`src/rtl/mux_seq_pkg.sv`:
```
// Shared definitions for the mux select sequencer.
//   WORD_W   : width of the serialised word
//   SEL_W    : width of the mux select
//   SEL_LAST : highest select index
//   state_e  : sequencer FSM states
//   edge_idx : first/last index of a sweep for a given direction
package mux_seq_pkg;

  localparam int unsigned WORD_W   = 32;
  localparam int unsigned SEL_W    = 5;
  localparam int unsigned SEL_LAST = 31;

  typedef enum logic {
    IDLE = 1'b0,
    RUN  = 1'b1
  } state_e;

  // msb = 0 -> index 0, msb = 1 -> index SEL_LAST. The start index of a sweep is
  // edge_idx(dir) and the end index is edge_idx(!dir).
  function automatic logic [SEL_W-1:0] edge_idx(input logic msb);
    return msb ? SEL_W'(SEL_LAST) : '0;
  endfunction

endpackage

```
`src/rtl/step_divider.sv`:
```
// Dwell counter for the select sweep.
//   clk, rst_n : clock, async active-low reset
//   clr        : synchronous clear to 0 (wins over en)
//   en         : count enable
//   cnt        : current position inside the dwell window
//   tick       : high in the last cycle of a window (cnt == DIV-1 while enabled)
module step_divider #(
  parameter int unsigned DIV = 4
) (
  input  logic                                    clk,
  input  logic                                    rst_n,
  input  logic                                    clr,
  input  logic                                    en,
  output logic [((DIV > 1) ? $clog2(DIV) : 1)-1:0] cnt,
  output logic                                    tick
);

  localparam int unsigned CntW = (DIV > 1) ? $clog2(DIV) : 1;
  localparam logic [CntW-1:0] CntMax = CntW'(DIV - 1);

  logic [CntW-1:0] cnt_q, cnt_d;

  assign tick = en && (cnt_q == CntMax);
  assign cnt  = cnt_q;

  always_comb begin
    cnt_d = cnt_q;
    if (clr) begin
      cnt_d = '0;
    end else if (en) begin
      cnt_d = tick ? '0 : cnt_q + CntW'(1);
    end
  end

  always_ff @(posedge clk or negedge rst_n) begin
    if (!rst_n) begin
      cnt_q <= '0;
    end else begin
      cnt_q <= cnt_d;
    end
  end

endmodule

```
`src/rtl/mux_sel_sequencer.sv`:
```
// Sequencer feeding a 32-to-1 bit-select mux. Accepts a word over valid/ready,
// holds it on w_o and sweeps sel_o across all 32 indices (LSB- or MSB-first),
// dwelling DIV clocks per index. Supports back-to-back frames and abort.
//   clk, rst_n : clock, async active-low reset
//   load_valid : word offered
//   load_ready : sequencer can take a word this cycle
//   load_data  : word to serialise, bit i selected when sel_o == i
//   msb_first  : sweep direction, sampled at handshake
//   abort      : synchronous frame cancel, highest priority
//   w_o        : registered word for the mux data inputs
//   sel_o      : registered mux select
//   frame_o    : high while a sweep runs
//   step_o     : high in the first cycle of each index window
//   done_o     : high in the last cycle of a completed frame
module mux_sel_sequencer
  import mux_seq_pkg::*;
#(
  parameter int unsigned DIV = 4
) (
  input  logic                clk,
  input  logic                rst_n,
  input  logic                load_valid,
  output logic                load_ready,
  input  logic [0:WORD_W-1]   load_data,
  input  logic                msb_first,
  input  logic                abort,
  output logic [0:WORD_W-1]   w_o,
  output logic [SEL_W-1:0]    sel_o,
  output logic                frame_o,
  output logic                step_o,
  output logic                done_o
);

  localparam int unsigned CntW = (DIV > 1) ? $clog2(DIV) : 1;

  state_e            state_q, state_d;
  logic [0:WORD_W-1] w_q, w_d;
  logic [SEL_W-1:0]  sel_q, sel_d;
  logic              dir_q, dir_d;

  logic [CntW-1:0]   div_cnt;
  logic              div_tick;
  logic              div_clr;
  logic              div_en;

  logic              running;
  logic              last_cycle;
  logic              handshake;

  step_divider #(
    .DIV (DIV)
  ) u_step_divider (
    .clk   (clk),
    .rst_n (rst_n),
    .clr   (div_clr),
    .en    (div_en),
    .cnt   (div_cnt),
    .tick  (div_tick)
  );

  assign running    = (state_q == RUN);
  assign last_cycle = running && div_tick && (sel_q == edge_idx(!dir_q));

  // Ready reads 1 throughout reset so an upstream source never sees a stall
  // that depends on the (reset) FSM state.
  assign load_ready = !rst_n || ((!running || last_cycle) && !abort);
  assign handshake  = load_valid && load_ready;

  assign div_en  = running;
  assign div_clr = abort || handshake;

  always_comb begin
    state_d = state_q;
    w_d     = w_q;
    sel_d   = sel_q;
    dir_d   = dir_q;
    if (abort) begin
      state_d = IDLE;
      sel_d   = '0;
    end else if (handshake) begin
      // Covers both a load from IDLE and a seamless reload in last_cycle.
      state_d = RUN;
      w_d     = load_data;
      dir_d   = msb_first;
      sel_d   = edge_idx(msb_first);
    end else if (last_cycle) begin
      state_d = IDLE;
    end else if (running && div_tick) begin
      sel_d = dir_q ? sel_q - SEL_W'(1) : sel_q + SEL_W'(1);
    end
  end

  always_ff @(posedge clk or negedge rst_n) begin
    if (!rst_n) begin
      state_q <= IDLE;
      w_q     <= '0;
      sel_q   <= '0;
      dir_q   <= 1'b0;
    end else begin
      state_q <= state_d;
      w_q     <= w_d;
      sel_q   <= sel_d;
      dir_q   <= dir_d;
    end
  end

  assign w_o     = w_q;
  assign sel_o   = sel_q;
  assign frame_o = running;
  assign step_o  = running && (div_cnt == '0);
  assign done_o  = last_cycle && !abort;

endmodule

```
`config.mk`:
```
export PLATFORM = sky130hd
export DESIGN_NAME = mux_sel_sequencer
export DESIGN_NICKNAME = d
export VERILOG_FILES = /design/src/rtl/mux_seq_pkg.sv /design/src/rtl/step_divider.sv /design/src/rtl/mux_sel_sequencer.sv
export SDC_FILE = /design/constraint.sdc
export NUM_CORES = 1
export LEC_CHECK = 0
export CAP_MARGIN = 20
export CORE_UTILIZATION = 39
export CTS_CLUSTER_SIZE = 25
export DETAILED_ROUTE_END_ITERATION = 7
export GPL_ROUTABILITY_DRIVEN = 1
export PLACE_DENSITY = 0.76
export SLEW_MARGIN = 30
export SYNTH_ARGS = -nofsm -noshare
export SYNTH_HDL_FRONTEND = slang
export SYNTH_SLANG_ARGS = --single-unit
```
`constraint.sdc`:
```
create_clock -name clk -period 2.4 [get_ports clk]
set_input_delay 0.36 -clock clk [delete_from_list [all_inputs] [get_ports clk]]
set_output_delay 0.36 -clock clk [all_outputs]
set_load 0.02 [all_outputs]
```
==> results.md, run 1 <==
- Top delay family on crit path: flip-flops
- Total power: 2210 uW
- Final Critical Period: approximately 2.3 ns
- Synthesized Nets: roughly 190
- Initial Utilization: 40.8%
- Run status: finished, final reports clean
- Final Hold Fails: 0
- Post-synthesis mux area share: between 20% and 30%
- Most frequent cells after synthesis: 41 x dfrtp_1, 18 x mux2_2, 17 x mux2_4, 10 x inv_1, 6 x o21ai_0
- Post-synthesis sequential area ratio: a little over half
- Post-synthesis simple-gate area fraction: ~4.9%
- Max stage delay on crit path: ~0.44 ns
- DIE AREA: ~5300 um^2
- Synthesized instance count: ~140
- Vias post-DR: approximately 1.4k
- Pre-Repair DR Iteration Count: 4
- Final setup vio count: 0
- Max IR drop VDD: slightly below 0.6 mV
- Worst Skew: 0.00921 ns
- Die Y: 72.8 um
- Post-route DRC: 0
- Worst-Margin Slew: around 0.34 ns
- Final HPWL DP: 2890 um
- Fin crit share: a little over nine tenths
- Internal Power: approximately 1600 uW
- Minimum hold slack: about 0.46 ns
- Synthesized area: roughly 2000 um^2
- Seq cells post-synth: 41
- DR iter-0 viols: 39
- Synth Area in Adders: 4.23%
- Reg2reg start: dir_q
- Largest family of logic cells by synthesized area: multiplexers
- Combinational share of power: about 37%
- Required time of the critical path: slightly above 2 ns
- Setup crit start kind: register
- Max Cap Violations: 0
- Std cell rows: 25
- RSZ-0062 raised after global routing: no
- Vias in the first global route: roughly 1.4k
- Largest net degree at the start of global routing: 39
- FMAX: approximately 440 MHz
- Area leader, netlist: dfrtp_1
- Critical path launch point: dir_q
- Clock latency at the later pin of the worst-skew pair: between 0.2 and 0.3 ns
- Vias per cell: around 4.7
- Switching Share: around 29%
- Cts bufs inserted: 5
- Grt total ovfl: 0
- Top cells by area, synth: dfrtp_1 53%, mux2_4 13%, mux2_2 10%
- Core box area: roughly 4800 um^2
- CTS root buffer: clkbuf_8
- PwrDens: ~740 nW/um^2
- Count leader, synth: dfrtp_1
- N_diodes: 0
- CP Cell Sequence: ha_1, nand3_2, a211o_1, and2_1, o21ai_0, buf_2
- CP max FO: 6
- Tot GR Track Use: between 10% and 20%
- Port Buffers: 77
- Nets: between 200 and 300
- Cell Area, Placed: ~2900 um^2
- Top FF cell, synth: dfrtp_1
- Seq pwr share: between 30% and 40%
- CTS tree: built
- Worst R2R Path Depth: 6
- Post-synth ARST share: 100%
- Post-synthesis xor/xnor area fraction: under 10%
- Fin util: between 60 and 70%
- Finished Cell Area: between 2000 and 3000 um^2
- First-pass GRT wire length: ~6200 um
- Avg Cell Area, Syn: around 14 um^2
- Routed Antenna Nets: 0
- CP Capture Type: output port
- Critical Path AT: ~1.9 ns
- Post-CTS setup buffers: 0
- Net Sw Power: around 630 uW
- Crit Path Category: reg2out
- Ports: between 70 and 80
- Synth Area in Compound Gates: 7.30%
- Layout cell share with drive strength beyond 1: 26.3%
- Hold Crit Class: in2async
- CTS H-tree lvls: 2
- Final Wtd Congestion: around 0.83
- Final-layout fill cell count: approximately 420
- Cell variety after synth: 36
- Post-Route WL: between 3000 and 4000 um
- Share of the synthesized area in the top cell type: approximately 53%
- Slowest CP cell: dfrtp_2
- Worst R2R Setup Slack: about 0.16 ns
- WL/cell: between 10 and 15 um
- Yosys warnings: 0
- CTS clk-pin slew, worst paths: ~0.07 ns
- Clock power share: about a quarter
- Initial antenna violation count: 0
- Die W: approximately 73 um
- Worst slew margin: just under 80%
- CTS max path bufs: 2
- Lkg Pwr: ~0.0013 uW
- CP Buf/Inv Count: 1
- EDFF count, synth: 0
- Clock sink total: 41
- Final Slew Violations: 0
- FF-to-FF End: w_o[17]
- Synthesis-to-finish area growth: 52.5%
[timing repair]
action	CTS	global route
gates resized for setup	10	2
endpoints found under the hold margin	4	0
hold buffers	1	0
setup endpoints to repair	2	2
pin swaps	0	1
[sequential cells by signal, indices dropped and copies added, names as in the netlist]
name / flops
u_step_divider.cnt: 2
w_o: 32
sel_o: 5
frame_o: 1
dir_q: 1
[power by group through the flow]
stage	clock, uW	combinational [uW]	sequential (uW)
floorplan	0	274	1020
global route	562	872	884
global placement	0	805	877
detailed placement	0	815	882
CTS	535	818	871
finish	520	815	871
[layout by cell type, fill, tap and decap left out, drive strengths merged, types with 2 or more instances in the layout]
| cell type | n |
|---|---|
| a21oi | 3 |
| buf | 16 |
| nand2 | 3 |
| inv | 10 |
| mux2 | 35 |
| dfrtp | 41 |
| ha | 5 |
| xnor2 | 3 |
| mux2i | 3 |
| o22ai | 3 |
| clkdlybuf4s50 | 74 |
| and2 | 2 |
| clkbuf | 5 |
| nor2 | 5 |
| o21ai | 6 |
[worst max path at each step]
stage | end | slack (ns) | depth (start not counted)
2_1_floorplan | w_o[20] | 0.11 | 7
3_3_place_gp | load_ready | -0.09 | 6
3_5_place_dp | load_ready | -0.12 | 6
4_1_cts | load_ready | 0.02 | 6
5_1_grt | load_ready | 0.005 | 6
6_report | load_ready | 0.12 | 6
[logic make-up after synthesis]
logic type      Yosys count
fa+ha+maj                 6
flops                    41
xor+xnor                  4
mux                      38
simple gates             18
compound gates           21
buf+inv                  16
[area by class of cell]
type,instances,area [um^2],share of cell area (%)
Multi-Input combinational cell,87,850,28.5
Timing Repair Buffer,91,876,29.4
Sequential cell,41,1030,34.5
Clock buffer,5,68.8,2.31
Inverter,10,37.5,1.26
Tap cell,67,83.8,2.82
Clock inverter,2,35.0,1.18
[per-layer routing]
layer	vias up	wire length, um	share of wire [%]	GRT usage [%]
met5	-	0	0	0
met3	2	194	4.9	4.42
li1	688	-	-	-
met4	0	8	0.20	3.92
met2	46	1930	49	25.5
met1	673	1800	46	19.3
[through the flow]
step	worst slack (ns)	setup TNS, ns	instances
after floorplan	0.108	0	144
after global placement	-0.0902	-0.152	295
after detailed placement	-0.115	-0.170	295
after CTS	0.0222	0	303
after global routing	0.00537	0	303
final	0.123	0	303
Note: power is estimated with default switching activity, not from simulation.
==> run 2, diff against run 1 <==
--- a/config.mk
+++ b/config.mk
@@ -7,6 +7,7 @@
 export LEC_CHECK = 0
 export CAP_MARGIN = 20
 export CORE_UTILIZATION = 39
+export CTS_BUF_LIST = sky130_fd_sc_hd__clkbuf_8 sky130_fd_sc_hd__clkbuf_16
 export CTS_CLUSTER_SIZE = 25
 export DETAILED_ROUTE_END_ITERATION = 7
 export GPL_ROUTABILITY_DRIVEN = 1
==> results of run 2 <==
The final DEF is identical to that of run 1; final timing and power are the same.
==> run 3, diff against run 2 <==
--- a/config.mk
+++ b/config.mk
@@ -6,12 +6,13 @@
 export NUM_CORES = 1
 export LEC_CHECK = 0
 export CAP_MARGIN = 20
+export CORE_MARGIN = 3
 export CORE_UTILIZATION = 39
 export CTS_BUF_LIST = sky130_fd_sc_hd__clkbuf_8 sky130_fd_sc_hd__clkbuf_16
 export CTS_CLUSTER_SIZE = 25
 export DETAILED_ROUTE_END_ITERATION = 7
 export GPL_ROUTABILITY_DRIVEN = 1
-export PLACE_DENSITY = 0.76
+export PLACE_DENSITY = 0.78
 export SLEW_MARGIN = 30
 export SYNTH_ARGS = -nofsm -noshare
 export SYNTH_HDL_FRONTEND = slang
==> results.md, run 3 (synthesis gave the netlist of run 1 again) <==
- Largest net degree at the start of global routing: 38
- Grt total ovfl: 0
- Final-layout fill cell count: 399
- Final HPWL DP: slightly above 3000 um
- N_diodes: 0
- CP Capture Type: output port
- Final Hold Fails: 0
- FF-to-FF End: w_o[29]
- Clock sink total: 41
- Required time of the critical path: 2.04 ns
- Hold Path End: w_o[1]
- Cell Area, Placed: about 2900 um^2
- Fin util: 63.2%
- Final setup vio count: 0
- Finished Layout Cells: approximately 300
- Finished Cell Area: around 3000 um^2
- Post-Route WL: 4270 um
- Net Sw Power: 672 uW
- Port Buffers: 77
- Clock latency at the later pin of the worst-skew pair: ~0.29 ns
- Hold Path Depth: 1
- Met2 GRT Util: roughly a quarter
- Synthesis-to-finish area growth: 54.8%
- Layout cell share with drive strength beyond 1: between 20 and 30%
- CTS tree: built
- Lkg Pwr: roughly 0.0013 uW
- Vias per cell: between 4 and 5
- Pre-Repair DR Iteration Count: 4
- PwrDens: between 700 and 800 nW/um^2
- Post-route DRC: 0
- First-pass GRT wire length: between 7000 and 8000 um
- FMAX: approximately 430 MHz
- Run status: finished, final reports clean
- RSZ-0062 raised after global routing: no
- Setup crit start kind: register
- Max Cap Violations: 0
- CP max FO: 6
- Max IR drop VDD: 0.447 mV
- Fin crit share: between 90% and 100%
- Max reg flops: 32
- WL/cell: 14.1 um
- Internal Power: ~1600 uW
- Core box area: around 4800 um^2
- Met1 Use GR: around 18%
- Worst R2R Setup Slack: 0.10 ns
- DIE AREA: a little under 6000 um^2
- Met3 Use GR: under 10%
- Routed Antenna Nets: 0
- Grt peak-use layer: met2
- Cts bufs inserted: 5
- Initial antenna violation count: 0
- Crit Path Category: reg2out
- Ports: a little under 80
- Combinational share of power: a little over a third
- Final setup TNS: 0 ns
- CTS max path bufs: 2
- Die Y: about 77 um
- Worst Skew: 0.00750 ns
- Placed Cells: between 200 and 300
- Std cell rows: 25
- Minimum hold slack: a little over 0.5 ns
- Clock power share: between 20% and 30%
- CTS H-tree lvls: 2
- Min-delay src: w_o[1]
- CTS clk-pin slew, worst paths: approximately 0.08 ns
- Vias post-DR: roughly 1.4k
- Switching Share: 29.7%
- Hold Crit Class: reg2reg
- CTS root buffer: clkbuf_8
- Vias in the first global route: about 1.5k
- Die W: 76.8 um
- Reg2reg start: dir_q
- Final Slew Violations: 0
- Tot GR Track Use: 14.8%
- Final Wtd Congestion: roughly 0.84
- Nets: about 280
- Commonest cells after routing, fill and taps aside: 74 x clkdlybuf4s50_1, 40 x dfrtp_1, 18 x mux2_2, 17 x mux2_4, 12 x buf_4
- DR iter-0 viols: slightly below 70
- Worst R2R Path Depth: 5
- Commonest non-fill, non-tap cell in the layout: clkdlybuf4s50_1
- Worst-Margin Slew: ~0.38 ns
- Worst slew margin: between 70 and 80%
- Final Critical Period: roughly 2.3 ns
- Critical Path AT: 1.97 ns
- Initial Utilization: ~41%
- Seq pwr share: around two fifths
run 3: cell types whose count changed in the layout (fill, tap and decap cells not counted):
cell | before | now
buf_2 | 3 | 2
ha_1 | 5 | 2
ha_4 | 0 | 3
inv_6 | 0 | 1
nor3b_1 | 1 | 0
nor3b_2 | 0 | 1
o21ai_0 | 6 | 5
o21ai_1 | 0 | 1
run 3: worst max-delay path by stage:
stage | depth (start not counted) | end | from | slack, ns
6_report | 5 | done_o | dir_q | 0.07
5_1_grt | 6 | load_ready | dir_q | 0.007
4_1_cts | 6 | load_ready | dir_q | -0.03
3_5_place_dp | 6 | load_ready | dir_q | -0.14
3_3_place_gp | 6 | load_ready | dir_q | -0.13
2_1_floorplan | 7 | w_o[20] | sel_o[2] | 0.11
run 3: power groups by stage:
stage	logic [uW]	clock network (uW)	registers, uW
4_1_cts	812	577	872
5_1_grt	886	604	897
6_report	824	557	880
3_3_place_gp	797	0	879
3_5_place_dp	808	0	883
2_1_floorplan	274	0	1020
run 3: area by class of cell:
type                       instances  area (um^2)  area share, %
sequential                        41         1030           34.0
multi-input combinational         87          892           29.5
timing repair buffer              90          871           28.8
tap                               67         83.8           2.77
clock buffer                       5         68.8           2.28
clock inverter                     3         43.8           1.45
inverter                          10         37.5           1.24
run 3: what timing repair did:
action | CTS | global route
hold buffers | 1 | 0
endpoints found under the setup margin | 2 | 37
buffers inserted | 0 | 1
endpoints found under the hold margin | 13 | 0
gates cloned | 0 | 0
gates resized for setup | 11 | 7
pin swaps | 0 | 1
run 3: layer usage:
layer / wire length [um] / up-vias
met5: 0 / -
met4: 34 / 0
met3: 301 / 6
met2: 2130 / 50
met1: 1800 / 703
li1: - / 686
run 3: through the flow:
stage               setup WS [ns]  power [uW]
finish                     0.0742        2260
global route              0.00743        2390
CTS                       -0.0337        2260
detailed placement         -0.137        1690
global placement           -0.127        1680
floorplan                   0.108        1300
run 3: critical path: stages (launching register included):
cell     delay, ns
dfrtp_2       0.48
or3b_1        0.41
a211o_1       0.31
buf_4         0.14
nor3b_2       0.17
buf_4         0.17
